## src/rtl/t07_memory_responder.sv

```systemverilog
// Responder for the CPU one-cycle rwi request protocol: runs each fetch/load/store as a single
// Wishbone-classic access, reports completion via the falling edge of busy plus a result pulse.
module t07_memory_responder #(
  parameter logic [7:0] TIMEOUT = 8'd255
) (
  input  logic        clk,
  input  logic        nrst,
  input  logic [1:0]  rwi,
  input  logic [31:0] addr_i,
  input  logic [31:0] wdata_i,
  input  logic [3:0]  sel_i,
  output logic        busy,
  output logic [31:0] rdata_o,
  output logic [31:0] instr_o,
  output logic        rvalid_o,
  output logic        err_o,
  output logic        cyc_o,
  output logic        stb_o,
  output logic        we_o,
  output logic [31:0] adr_o,
  output logic [31:0] dat_o,
  output logic [3:0]  sel_o,
  input  logic [31:0] dat_i,
  input  logic        ack_i
);

  typedef enum logic [1:0] {StIdle, StReq, StDone} state_e;

  localparam logic [1:0] OpWrite = 2'b01;
  localparam logic [1:0] OpLoad  = 2'b10;
  localparam logic [1:0] OpFetch = 2'b11;
  // Abort fires on the REQ cycle whose count equals this, so busy stays high TIMEOUT cycles.
  localparam logic [7:0] LastCnt = TIMEOUT - 8'd1;

  state_e      state_q, state_d;
  logic [1:0]  op_q, op_d;
  logic [31:0] lat_adr_q, lat_adr_d;
  logic [31:0] lat_wdat_q, lat_wdat_d;
  logic [3:0]  lat_sel_q, lat_sel_d;
  logic [7:0]  cnt_q, cnt_d;

  logic        req_q, req_d;
  logic        we_q, we_d;
  logic [31:0] adr_q, adr_d;
  logic [31:0] dat_q, dat_d;
  logic [3:0]  sel_q, sel_d;
  logic [31:0] rdata_q, rdata_d;
  logic [31:0] instr_q, instr_d;
  logic        rvalid_q, rvalid_d;
  logic        err_q, err_d;

  logic ack_hit;
  logic timeout_hit;

  assign ack_hit     = (state_q == StReq) && ack_i;
  assign timeout_hit = (state_q == StReq) && !ack_i && (cnt_q == LastCnt);

  // State and output registers
  always_ff @(posedge clk or negedge nrst) begin
    if (!nrst) begin
      state_q    <= StIdle;
      op_q       <= 2'b00;
      lat_adr_q  <= '0;
      lat_wdat_q <= '0;
      lat_sel_q  <= '0;
      cnt_q      <= '0;
      req_q      <= 1'b0;
      we_q       <= 1'b0;
      adr_q      <= '0;
      dat_q      <= '0;
      sel_q      <= '0;
      rdata_q    <= '0;
      instr_q    <= '0;
      rvalid_q   <= 1'b0;
      err_q      <= 1'b0;
    end else begin
      state_q    <= state_d;
      op_q       <= op_d;
      lat_adr_q  <= lat_adr_d;
      lat_wdat_q <= lat_wdat_d;
      lat_sel_q  <= lat_sel_d;
      cnt_q      <= cnt_d;
      req_q      <= req_d;
      we_q       <= we_d;
      adr_q      <= adr_d;
      dat_q      <= dat_d;
      sel_q      <= sel_d;
      rdata_q    <= rdata_d;
      instr_q    <= instr_d;
      rvalid_q   <= rvalid_d;
      err_q      <= err_d;
    end
  end

  // Next-state logic
  always_comb begin
    state_d    = state_q;
    op_d       = op_q;
    lat_adr_d  = lat_adr_q;
    lat_wdat_d = lat_wdat_q;
    lat_sel_d  = lat_sel_q;
    cnt_d      = cnt_q;
    unique case (state_q)
      StIdle, StDone: begin
        if (rwi != 2'b00) begin
          state_d    = StReq;
          op_d       = rwi;
          lat_adr_d  = addr_i;
          lat_wdat_d = wdata_i;
          lat_sel_d  = sel_i;
          cnt_d      = '0;
        end else begin
          state_d = StIdle;
        end
      end
      StReq: begin
        // rwi is deliberately ignored here: one access in flight, no queueing.
        if (ack_i || (cnt_q == LastCnt)) begin
          state_d = StDone;
        end else begin
          cnt_d = cnt_q + 8'd1;
        end
      end
      default: state_d = StIdle;
    endcase
  end

  // Output logic: bus outputs follow the next state so they appear with the REQ entry edge.
  always_comb begin
    req_d    = (state_d == StReq);
    we_d     = req_d && (op_d == OpWrite);
    adr_d    = req_d ? lat_adr_d : 32'h0;
    dat_d    = we_d ? lat_wdat_d : 32'h0;
    sel_d    = we_d ? lat_sel_d : (req_d ? 4'hF : 4'h0);
    rvalid_d = ack_hit;
    err_d    = timeout_hit;
    rdata_d  = (ack_hit && (op_q == OpLoad)) ? dat_i : rdata_q;
    instr_d  = (ack_hit && (op_q == OpFetch)) ? dat_i : instr_q;
  end

  assign busy     = req_q;
  assign cyc_o    = req_q;
  assign stb_o    = req_q;
  assign we_o     = we_q;
  assign adr_o    = adr_q;
  assign dat_o    = dat_q;
  assign sel_o    = sel_q;
  assign rdata_o  = rdata_q;
  assign instr_o  = instr_q;
  assign rvalid_o = rvalid_q;
  assign err_o    = err_q;

endmodule
```

## config.mk

```make
export PLATFORM = sky130hd
export DESIGN_NAME = t07_memory_responder
export DESIGN_NICKNAME = d
export VERILOG_FILES = /design/src/rtl/t07_memory_responder.sv
export SDC_FILE = /design/constraint.sdc
export NUM_CORES = 1
export LEC_CHECK = 0
export CAP_MARGIN = 40
export CORE_UTILIZATION = 47
export CTS_CLUSTER_DIAMETER = 80
export CTS_CLUSTER_SIZE = 25
export DETAILED_ROUTE_END_ITERATION = 16
export GPL_ROUTABILITY_DRIVEN = 0
export PLACE_DENSITY = 0.8
export SLEW_MARGIN = 10
export SYNTH_ARGS = -nofsm -noshare
export SYNTH_HDL_FRONTEND = slang
export SYNTH_SLANG_ARGS = --single-unit
```

## constraint.sdc

```tcl
create_clock -name clk -period 1.83 [get_ports clk]
set_input_delay 0.2745 -clock clk [delete_from_list [all_inputs] [get_ports clk]]
set_output_delay 0.2745 -clock clk [all_outputs]
set_load 0.01 [all_outputs]
```

==> PnR_summary.wiki <==
{| class="wikitable"
! Metric !! Value
|-
| Outcome || completed
|-
| Residual antenna-violating net count after detailed routing || 0
|-
| Post-CTS Resized || 0
|-
| Endpoints failing setup || 0
|-
| Insertion delay of the later-clocked pin in the worst-skew pair || 0.46 ns
|-
| Starting Density || 48.7%
|-
| Max VDD drop || 0.000838 V
|-
| Post-synthesis net count || 754
|-
| Number of global-route vias before repair || ~6100
|-
| Leftover overflow at the end of global routing || 0
|-
| Post-route fraction of the period consumed by the critical path || around 95%
|-
| Global Route Usage Sum || 21.6%
|-
| First-iteration detailed-routing DRC count || 224
|-
| Average footprint of a synthesized cell || 12.7 um2
|-
| Number of synthesized register bits || 216
|-
| Data required, critical path || 2.17 ns
|-
| Endpoint kind of the worst setup timing path || register
|-
| Synth area leaders || sky130_fd_sc_hd__dfrtp_1 (66%), sky130_fd_sc_hd__nand2_1 (9.3%), sky130_fd_sc_hd__mux2_2 (9.2%)
|-
| Root cell of the clock tree || sky130_fd_sc_hd__clkbuf_16
|-
| R2r startpoint || cnt_q[3]
|-
| Fin Setup TNS || 0 ns
|-
| Mean number of vias per cell || 5.11
|-
| Kind of start point of the critical path || register
|-
| Area growth from synthesis to layout || 40.6%
|-
| Clock buffers created by TritonCTS || 12
|-
| Count of hold buffers inserted by post-cts repair || 1
|-
| Pins over their slew limit || 0
|-
| Post-synthesis instance total || 647
|-
| Utilization of the core after routing || 68.5%
|-
| Slew at the pin closest to its max-slew limit || 0.416 ns
|-
| Highest-count cells in the layout ignoring fill and taps || sky130_fd_sc_hd__clkdlybuf4s50_1 (241), sky130_fd_sc_hd__dfrtp_1 (216), sky130_fd_sc_hd__nand2_1 (204), sky130_fd_sc_hd__mux2_2 (67), sky130_fd_sc_hd__o21ai_0 (34)
|-
| Global-route wire length before repair || 30900 um
|-
| TritonCTS clock tree || built
|-
| Routed wire length || 18900 um
|-
| Reg-to-reg setup timing slack || roughly 0.094 ns
|-
| R2R depth || 4
|-
| Routed via count || 5732
|-
| Static Leak || 5.20 nW
|-
| F_max || 0.576 GHz
|-
| EDFF count, synth || 0
|-
| Dpl hpwl || 13300 um
|-
| Y dimension of the die || 134 um
|-
| Number of buffer cells added on primary ports || 242
|-
| Pre-Repair DR Iteration Count || 4
|-
| Number of hold violations in the final report || 0
|-
| Number of placed I/O pins || 243
|-
| DRC violation count after routing || 0
|-
| Initial antenna violation count || 0
|-
| Maximum number of buffers from clock root to sink || 3
|-
| Placeable core region || 16800 um2
|-
| Top_reg_cell synth || sky130_fd_sc_hd__dfrtp_1
|-
| Power per Cell Area || between 1500 and 2000 nW/um2
|-
| Largest net degree at the start of global routing || 60
|-
| Number of rows in the core area || between 40 and 50
|-
| Setup repair after global routing missed its margin || false
|-
| Fraction of layout cells with a size suffix above 1 || 17.7%
|-
| Crit Reg-Reg Endpoint || adr_o[27]
|-
| Horizontal extent of the die || 134 um
|-
| Sequential share of the synthesized area || 66.0%
|-
| Tightest hold margin || 0.330 ns
|-
| Number of setup buffers added after CTS || 0
|-
| H-tree level count || 1
|-
| Distinct cell type count after synthesis || 40
|-
| Largest clock skew in the final design || approximately 0.014 ns
|-
| CP arrival || 2.07 ns
|-
| Die area || ~18000 um2
|-
| Number of warnings reported in the yosys synthesis log || 0
|-
| Headroom to the max-slew limit || 71.6%
|-
| Yosys top cell area share || 66.0%
|-
| Total number of nets in the final design || slightly above 1000
|-
| Worst-path maximum fanout || 24
|-
| Count of max-cap constraint violations || 0
|-
| Period minus WS final || 1.74 ns
|-
| CTS Sinks || 216
|-
| Number of diodes || 0
|-
| Most common cell after layout, fill and taps aside || sky130_fd_sc_hd__clkdlybuf4s50_1
|-
| Cell taking the most area after synthesis || sky130_fd_sc_hd__dfrtp_1
|-
| HP Class || primary input to asynchronous set/reset pin
|-
| Cell area after synthesis || 8190 um2
|-
| Start-to-end type of the worst setup path || register to register
|-
| Clock-pin slew reported for the worst setup and hold paths after clock tree synthesis || 0.10 ns
|-
| WL per Instance || 16.9 um
|-
| Ys async rst share || 100%
|}
[cell families after synthesis]
family                     synth area share, %
buffers and inverters                     2.96
and+or+nand+nor                           11.3
muxes                                     9.96
adders and majority gates                0.305
AOI/OAI and AO/OA                         9.53
DFF                                       66.0
[routing by layer]
| metal | share of wire (%) | vias up | global-route usage [%] | wire (um) |
|---|---|---|---|---|
| met5 | 0 | - | 0 | 0 |
| met1 | 42 | 2853 | 28.3 | 8040 |
| met3 | 5.6 | 18 | 3.70 | 1050 |
| met4 | 1.2 | 0 | 4.24 | 235 |
| met2 | 51 | 169 | 37.9 | 9600 |
| li1 | - | 2692 | - | - |
[critical path, stage by stage, from the launching register on]
cell and delay, ns:
sky130_fd_sc_hd__dfrtp_1 0.44, sky130_fd_sc_hd__and4_1 0.38, sky130_fd_sc_hd__a21o_2 0.34, sky130_fd_sc_hd__buf_4 0.31, sky130_fd_sc_hd__o21ai_0 0.14
[synthesized netlist by cell type, drive strengths merged, types with 2 or more instances]
library cell / number
mux2i: 5
nand2b: 4
a2bb2oi: 4
nand4b: 2
nand3: 3
o21ba: 2
nand4: 2
a21oi: 2
ha: 2
inv: 3
nand2: 204
mux2: 68
nor3: 3
clkbuf: 15
buf: 28
nor2b: 2
o21ai: 34
dfrtp: 216
a221oi: 32
[through the flow]
stage          cell area, um2  instances  total power [W]  setup slack [ns]
2_1_floorplan            8190        647           0.0112             0.161
3_3_place_gp            11200       1106           0.0151           -0.0727
3_5_place_dp            11200       1106           0.0154            -0.127
4_1_cts                 11500       1122           0.0182             0.103
5_1_grt                 11500       1122           0.0191           0.00485
6_report                11500       1122           0.0180            0.0937
[area by class of cell]
class	count	area (um2)
Fill cell	1265	5300
Clock buffer	14	339
Multi-Input combinational cell	385	2560
Tap cell	220	275
Timing Repair Buffer	283	2920
Sequential cell	216	5410
Clock inverter	1	8.76
Inverter	3	11.3
[state kept, by name, summed over array words and instances, names as in the netlist]
name / count
lat_sel_q: 4
op_q: 2
cnt_q: 8
busy: 1
we_o: 1
adr_o: 32
rdata_o: 32
rvalid_o: 1
state_q: 2
lat_wdat_q: 32
dat_o: 32
sel_o: 4
instr_o: 32
err_o: 1
lat_adr_q: 32
[power breakdown]
group | internal, W | switching (W) | total (W)
sequential | 0.00672 | 0.000790 | 0.00751
combinational | 0.00416 | 0.00355 | 0.00771
clock | 0.00133 | 0.00146 | 0.00279
total | 0.0122 | 0.00581 | 0.0180
[how the worst max path moves through the flow]
stage / cells past startpoint / startpoint / slack [ns] / endpoint
after floorplan: 8 / cnt_q[0] / 0.16 / dat_o[10]
after global placement: 6 / rwi[0] / -0.07 / adr_o[6]
after detailed placement: 5 / ack_i / -0.13 / adr_o[27]
after CTS: 4 / cnt_q[3] / 0.10 / adr_o[27]
after global routing: 4 / cnt_q[3] / 0.005 / adr_o[27]
final: 4 / cnt_q[3] / 0.09 / adr_o[27]
Note: power is estimated with default switching activity, not from simulation.
